$ cat src/rtl/ssd_pkg.sv
// Shared types and sizing for the seven-segment display path.
package ssd_pkg;

  typedef enum logic [1:0] {
    IDLE  = 2'd0,
    SHIFT = 2'd1,
    DONE  = 2'd2
  } ssd_state_t;

  localparam int SSD_BIN_W  = 13;
  localparam int SSD_DIGITS = 4;

  // 10^n as a 64-bit constant, used to prove DIGITS can hold every BIN_W value.
  function automatic logic [63:0] ssd_pow10(input int n);
    logic [63:0] p;
    p = 64'd1;
    for (int i = 0; i < n; i++) begin
      p = p * 64'd10;
    end
    return p;
  endfunction

endpackage

$ cat src/rtl/bcd_digit_adj.sv
// Double-dabble digit correction: a BCD nibble of 5 or more gets 3 added before the shift.
module bcd_digit_adj (
  input  logic [3:0] digit,
  output logic [3:0] digit_adj
);

  assign digit_adj = (digit >= 4'd5) ? (digit + 4'd3) : digit;

endmodule

$ cat src/rtl/ssd_bin2bcd_seq.sv
// Iterative binary-to-BCD converter; bcd_out only ever holds a finished result.
module ssd_bin2bcd_seq
  import ssd_pkg::*;
#(
  parameter int BIN_W  = SSD_BIN_W,
  parameter int DIGITS = SSD_DIGITS
) (
  input  logic                  clk,
  input  logic                  rst,
  input  logic [BIN_W-1:0]      bin_in,
  input  logic                  start,
  input  logic                  auto_en,
  output logic                  busy,
  output logic                  done,
  output logic [4*DIGITS-1:0]   bcd_out
);

  localparam int SW    = 4 * DIGITS;
  localparam int CNT_W = (BIN_W > 1) ? $clog2(BIN_W) : 1;
  localparam logic [CNT_W-1:0] CNT_LAST = CNT_W'(BIN_W - 1);

  if (ssd_pow10(DIGITS) <= ((64'd1 << BIN_W) - 64'd1)) begin : g_digits_too_few
    $error("ssd_bin2bcd_seq: DIGITS too small for BIN_W");
  end

  ssd_state_t        state_reg, state_next;
  logic [CNT_W-1:0]  cnt_reg, cnt_next;
  logic [BIN_W-1:0]  bin_reg, bin_next;
  logic [BIN_W-1:0]  last_bin_reg, last_bin_next;
  logic [SW-1:0]     scratch_reg, scratch_next;
  logic [SW-1:0]     bcd_reg, bcd_next;

  logic [SW-1:0]       scratch_adj;
  logic [SW+BIN_W-1:0] shifted;

  genvar gi;
  generate
    for (gi = 0; gi < DIGITS; gi++) begin : g_adj
      bcd_digit_adj u_adj (
        .digit     (scratch_reg[4*gi +: 4]),
        .digit_adj (scratch_adj[4*gi +: 4])
      );
    end
  endgenerate

  assign shifted = {scratch_adj, bin_reg} << 1;

  always_ff @(posedge clk) begin
    if (!rst) begin
      state_reg    <= IDLE;
      cnt_reg      <= '0;
      bin_reg      <= '0;
      last_bin_reg <= '0;
      scratch_reg  <= '0;
      bcd_reg      <= '0;
    end else begin
      state_reg    <= state_next;
      cnt_reg      <= cnt_next;
      bin_reg      <= bin_next;
      last_bin_reg <= last_bin_next;
      scratch_reg  <= scratch_next;
      bcd_reg      <= bcd_next;
    end
  end

  always_comb begin
    state_next    = state_reg;
    cnt_next      = cnt_reg;
    bin_next      = bin_reg;
    last_bin_next = last_bin_reg;
    scratch_next  = scratch_reg;
    bcd_next      = bcd_reg;
    case (state_reg)
      IDLE: begin
        if (start || (auto_en && (bin_in != last_bin_reg))) begin
          bin_next      = bin_in;
          last_bin_next = bin_in;
          scratch_next  = '0;
          cnt_next      = '0;
          state_next    = SHIFT;
        end
      end
      SHIFT: begin
        scratch_next = shifted[SW+BIN_W-1:BIN_W];
        bin_next     = shifted[BIN_W-1:0];
        cnt_next     = cnt_reg + 1'b1;
        // Publish only the fully shifted scratch so the display never sees a partial value.
        if (cnt_reg == CNT_LAST) begin
          bcd_next   = shifted[SW+BIN_W-1:BIN_W];
          state_next = DONE;
        end
      end
      DONE: begin
        state_next = IDLE;
      end
      default: begin
        state_next = IDLE;
      end
    endcase
  end

  assign busy    = (state_reg == SHIFT);
  assign done    = (state_reg == DONE);
  assign bcd_out = bcd_reg;

endmodule

$ cat config.mk
export PLATFORM = sky130hd
export DESIGN_NAME = ssd_bin2bcd_seq
export DESIGN_NICKNAME = d
export VERILOG_FILES = /design/src/rtl/ssd_pkg.sv /design/src/rtl/bcd_digit_adj.sv /design/src/rtl/ssd_bin2bcd_seq.sv
export SDC_FILE = /design/constraint.sdc
export NUM_CORES = 1
export LEC_CHECK = 0
export BUFFER_PORTS_ARGS = -buffer_cell sky130_fd_sc_hd__buf_2
export CAP_MARGIN = 40
export CORE_MARGIN = 4
export CORE_UTILIZATION = 55
export CTS_CLUSTER_DIAMETER = 100
export DETAILED_ROUTE_END_ITERATION = 10
export GPL_ROUTABILITY_DRIVEN = 1
export PLACE_DENSITY = 0.76
export SYNTH_ARGS = -nofsm -noshare
export SYNTH_HDL_FRONTEND = slang
export SYNTH_SLANG_ARGS = --single-unit
$ cat constraint.sdc
create_clock -name clk -period 4.55 [get_ports clk]
set_input_delay 0.2275 -clock clk [delete_from_list [all_inputs] [get_ports clk]]
set_output_delay 0.2275 -clock clk [all_outputs]
set_load 0.02 [all_outputs]
==> run_results.csv, run 1 <==
group,metric,value,unit
power_and_ir_drop,powerDensity,356,nW/µm²
synthesis,synthFlopType,"dfxtp_1",
setup_path,endpoint_kind,"primary output",
final_layout,drive_above_1_share,0.147,
setup_path,reg2reg_depth,6,
global_route,grtUsageTotal,0.215,
sta,slew_headroom,0.389,
sta,skew,9.03,ps
synthesis,yosysSeqAreaShare,0.426,
clock_tree,cts_buffer_depth,2,
synthesis,synth.area.mux_share,0.0133,
sta,setup_viol,0,
detailed_routing,drt_iter0_drc,226,
clock_tree,cts_tree,"yes",
synthesis,synthCells,371,
synthesis,synth_area,3000,µm²
synthesis,yosysTopAreaCellShare,0.426,
synthesis,synth_compound_area_frac,0.229,
status,outcome,"completed",
synthesis,yosysTopAreaCell,"dfxtp_1",
setup_path,crit_arrival,2030,ps
setup_path,startpoint_type,"register",
min_path,hold_class,"in -> reg",
clock_tree,numCtsBuffers,9,
floorplan,die_w,81.9,µm
final_layout,postLayoutCellArea,3400,µm²
power_and_ir_drop,leakage,1.32,nW
power_and_ir_drop,total_power,1.21,mW
detailed_routing,met3_length,379,µm
synthesis,synth_adder_area_share,0.0416,
global_route,antenna_found_initial,0,
synthesis,async_flop_share,0,
sta,period_minus_slack,2260,ps
synthesis,synthSimpleGateAreaFrac,0.175,
global_route,grt-ovfl-total,0,
clock_tree,cts_resized,0,
global_route,grt_pass1_wl,11.2,mm
synthesis,ys_types,33,
final_layout,nets,423,
floorplan,core-area,5200,µm²
synthesis,synth.avg_cell_area,8.10,µm²
clock_tree,cts_hold_buf,0,
setup_path,path_class,"reg -> out",
detailed_routing,firstDrtPassIters,4,
final_layout,post-route-util,0.654,
detailed_routing,vias,2704,
clock_tree,post_cts_buffers,0,
global_route,grt_pass1_vias,2445,
place,gp_congestion,0.818,
global_route,grt_max_degree,41,
setup_path,critPathMaxFanout,29,
detailed_routing,m1WireLength,3.24,mm
final_layout,seq_area,1280,µm²
sta,fin_setup_tns,0,ps
detailed_routing,drtAntennaViolNets,0,
clock_tree,path_clk_slew,70,ps
synthesis,synth.area.top_cells,"dfxtp_1, a21oi_1, nand2_1, o21ai_0, ha_1",
clock_tree,htreeDepth,3,
sta,fmax,443,MHz
synthesis,synth_nets,398,
detailed_routing,viasPerCell,5.74,
place,port-buffer-count,34,
final_layout,fill_cells,463,
final_layout,diodes,0,
synthesis,ys_warn_count,0,
final_layout,area_growth_syn_to_layout,13.3,%
final_layout,multiInputGateArea,1550,µm²
place,dp_hpwl,4.48,mm
sta,fin_crit_sh,0.496,
floorplan,start_util,0.577,
place,placedInstanceArea,3200,µm²
sta,slew_violations,0,
floorplan,die_area,6710,µm²
synthesis,synth_edf_count,0,
detailed_routing,routedWlPerCell,14.0,µm
floorplan,rows,26,
detailed_routing,drc,0,
synthesis,synth_top_family_by_area,"compound AO/OA/AOI/OAI gates",
sta,finalHoldViolCount,0,
clock_tree,clockRootBuffer,"clkbuf_8",
job,cap_violations,0,
setup_path,cp.required,4320,ps
floorplan,die_y,81.9,µm
detailed_routing,wl_met2,2.90,mm
floorplan,io_pins,35,
power_and_ir_drop,ir_drop,225,µV
detailed_routing,routed_wl,6.59,mm
min_path,min_path_cells,3,
sta,rsz0062_at_grt,"false",
detailed_routing,routed.top_layer,"met4",
synthesis,synth-xor-area-share,0.0554,
clock_tree,clk_latency,340,ps
clock_tree,clock-sinks,64,
synthesis,ys_ff_latch,64,
sta,tightest_slew,917,ps
cells in the final DEF (no fill, tap or decap), drive strengths merged:
cell type  instances
a211oi             6
a21oi             45
a311oi             1
a31oi             10
and2               4
and3               2
and4               1
buf               40
bufinv             1
clkbuf            11
clkinv             2
clkinvlp           2
dfxtp             64
ha                10
inv               12
mux2i              4
nand2             45
nand2b             8
nand3             12
nand4              2
nor2              20
nor2b              1
nor3               9
nor3b              3
nor4               5
o211ai            14
o21a               1
o21ai             45
o22ai              1
or2                1
xnor2              6
xor2              13
metal layers:
| metal | vias up | GRT usage |
|---|---|---|
| met5 | - | 0 |
| met4 | 0 | 0.0880 |
| met3 | 8 | 0.0515 |
| met2 | 76 | 0.322 |
| met1 | 1264 | 0.295 |
| li1 | 1356 | - |
worst paths after layout:
check,from,endpoint,slack [ps]
setup / recovery,state_reg[1],busy,2290
hold / removal,bin_in[8],last_bin_reg[8],170
setup reg to reg,last_bin_reg[1],bin_reg[8],2310
hold reg to reg,bcd_out[1],bcd_out[1],450
final cells by class:
| cell class | count | area share |
|---|---|---|
| inverters | 12 | 0.0132 |
| multi-input cells | 269 | 0.455 |
| flip-flops and latches | 64 | 0.376 |
| clock buffers | 11 | 0.0445 |
| clock inverters | 5 | 0.0162 |
| well taps | 70 | 0.0257 |
| repair buffers | 40 | 0.0691 |
per-stage QoR:
stage	hold WS (ps)	setup slack (ps)	instances
global placement	439	2000	453
finish	169	2290	471
global route	169	2100	471
CTS	157	2290	471
floorplan	363	3010	371
detailed placement	445	2270	455
cells in the mapped netlist (all sizes together) (2+ instances only):
| library cell | count |
|---|---|
| dfxtp | 64 |
| a21oi | 45 |
| nand2 | 45 |
| o21ai | 45 |
| nor2 | 20 |
| clkbuf | 16 |
| o211ai | 14 |
| xor2 | 13 |
| inv | 12 |
| nand3 | 12 |
| a31oi | 10 |
| buf | 10 |
| ha | 10 |
| nor3 | 9 |
| nand2b | 8 |
| a211oi | 6 |
| xnor2 | 6 |
| nor4 | 5 |
| and2 | 4 |
| mux2i | 4 |
| nor3b | 3 |
| and3 | 2 |
| nand4 | 2 |
logic make-up after synthesis:
group                      count (synthesis)
buffers and inverters                     38
adders and majority gates                 10
and+or+nand+nor                          113
AOI/OAI and AO/OA                        123
muxes                                      4
xor gates and xnor gates                  19
DFF                                       64
report_power, final:
part	switching (mW)	total [mW]	internal (mW)
combinational	0.0764	0.117	0.0408
sequential	0.0138	0.597	0.583
clock	0.217	0.498	0.281
critical path, stage by stage, from the launching register on:
cell,delay (ps)
dfxtp_1,330
nand2b_1,720
inv_1,230
buf_16,240
buf_2,170
Power figures use the tool's default switching activity.
==> run 2, diff against run 1 <==
Clock period 4.55 ns to 2.2 ns, I/O delays scaled along.
==> run_results.csv, run 2 (synthesis results as in run 1) <==
group,metric,value,unit
status,outcome,"completed",
clock_tree,cts_hold_buf,0,
global_route,antenna_found_initial,0,
setup_path,r2r_setup_slack,370,ps
min_path,min_from,"bin_in[8]",
clock_tree,path_clk_slew,70,ps
sta,tightest_slew,883,ps
final_layout,area_growth_syn_to_layout,13.8,%
detailed_routing,viasPerCell,5.65,
clock_tree,clock-sinks,64,
clock_tree,clockRootBuffer,"clkbuf_8",
detailed_routing,drtAntennaViolNets,0,
detailed_routing,routedWlPerCell,14.1,µm
global_route,grtUsageTotal,0.225,
sta,period_minus_slack,1830,ps
sta,fin_crit_sh,0.833,
sta,slew_violations,0,
floorplan,core-area,5200,µm²
clock_tree,numCtsBuffers,9,
power_and_ir_drop,ir_drop,441,µV
global_route,grt_pass1_wl,11.6,mm
place,dp_hpwl,4.51,mm
detailed_routing,drt_iter0_drc,168,
detailed_routing,vias,2684,
place,port-buffer-count,34,
setup_path,r2r_start,"last_bin_reg[2]",
sta,finalHoldViolCount,0,
clock_tree,htreeDepth,3,
floorplan,rows,26,
global_route,grt_max_degree,40,
power_and_ir_drop,leakage,1.34,nW
sta,slew_headroom,0.411,
sta,setup_viol,0,
setup_path,path_class,"reg -> reg",
floorplan,start_util,0.577,
job,cap_violations,0,
min_path,hold_end,"last_bin_reg[8]",
clock_tree,clk_latency,330,ps
power_and_ir_drop,powerDensity,731,nW/µm²
final_layout,diodes,0,
setup_path,endpoint_kind,"register",
clock_tree,cts_tree,"yes",
setup_path,critPathMaxFanout,25,
setup_path,crit_arrival,2080,ps
setup_path,startpoint_type,"register",
setup_path,worstReg2RegEnd,"bin_reg[8]",
sta,fin_setup_tns,0,ps
final_layout,final_common_cell,"dfxtp_1",
floorplan,die_area,6710,µm²
min_path,hold_class,"in -> reg",
setup_path,reg2reg_depth,6,
detailed_routing,firstDrtPassIters,5,
final_layout,nets,427,
setup_path,cp.required,2450,ps
floorplan,die_w,81.9,µm
floorplan,die_y,81.9,µm
power_and_ir_drop,total_power,2.50,mW
detailed_routing,routed_wl,6.70,mm
clock_tree,cts_buffer_depth,2,
sta,skew,7.94,ps
clock_tree,post_cts_buffers,0,
min_path,min_path_cells,3,
clock_tree,cts_resized,0,
global_route,grt_pass1_vias,2457,
detailed_routing,drc,0,
setup_path,startpoint,"last_bin_reg[2]",
sta,rsz0062_at_grt,"false",
final_layout,final_cell_mix,"dfxtp_1, nand2_1, a21oi_1",
global_route,grt-ovfl-total,0,
place,gp_congestion,0.868,
floorplan,io_pins,35,
final_layout,post-route-util,0.657,
sta,fmax,546,MHz
final_layout,drive_above_1_share,0.151,
run 2: worst max-delay path by stage:
stage	endpoint	cells after the start
3_3_place_gp	last_bin_reg[3]	6
3_5_place_dp	bin_reg[8]	6
6_report	bin_reg[8]	6
4_1_cts	bin_reg[8]	6
5_1_grt	bin_reg[3]	6
2_1_floorplan	bcd_out[0]	8
run 2: where the power goes:
part           leakage (nW)  internal (mW)  total [mW]  switching [mW]
clock network         0.103          0.583        1.02           0.439
logic                 0.718         0.0848       0.245           0.160
registers             0.522           1.21        1.23          0.0268
total                  1.34           1.87        2.50           0.626
run 2: cell type report:
type	instances	area, µm²
clock buffers	13	159
clock inverters	3	40.0
well taps	70	87.6
repair buffers	44	258
inverters	12	45.0
fillers	467	1790
flip-flops and latches	64	1280
multi-input cells	269	1550
run 2: worst max-delay path: stages, from the launching register on:
cell and delay (ps):
dfxtp_1 320, xor2_1 160, nor4_1 350, and4_1 310, buf_4 290, nor4_1 70, a211oi_1 240
run 2: layer usage:
metal	up-vias	share of wire	routed length, µm	GRT usage
met5	-	0	0	0
met4	0	0.016	110	0.103
met3	10	0.048	323	0.0373
met2	68	0.44	2970	0.327
met1	1250	0.49	3290	0.322
li1	1356	-	-	-
run 2: metrics by stage:
step	instances	worst slack (ps)	area, µm²	hold WS (ps)
4_1_cts	475	374	3420	50.2
5_1_grt	475	163	3420	75.4
6_report	475	368	3420	63.9
2_1_floorplan	371	663	3000	246
3_5_place_dp	459	422	3220	404
3_3_place_gp	459	437	3220	397
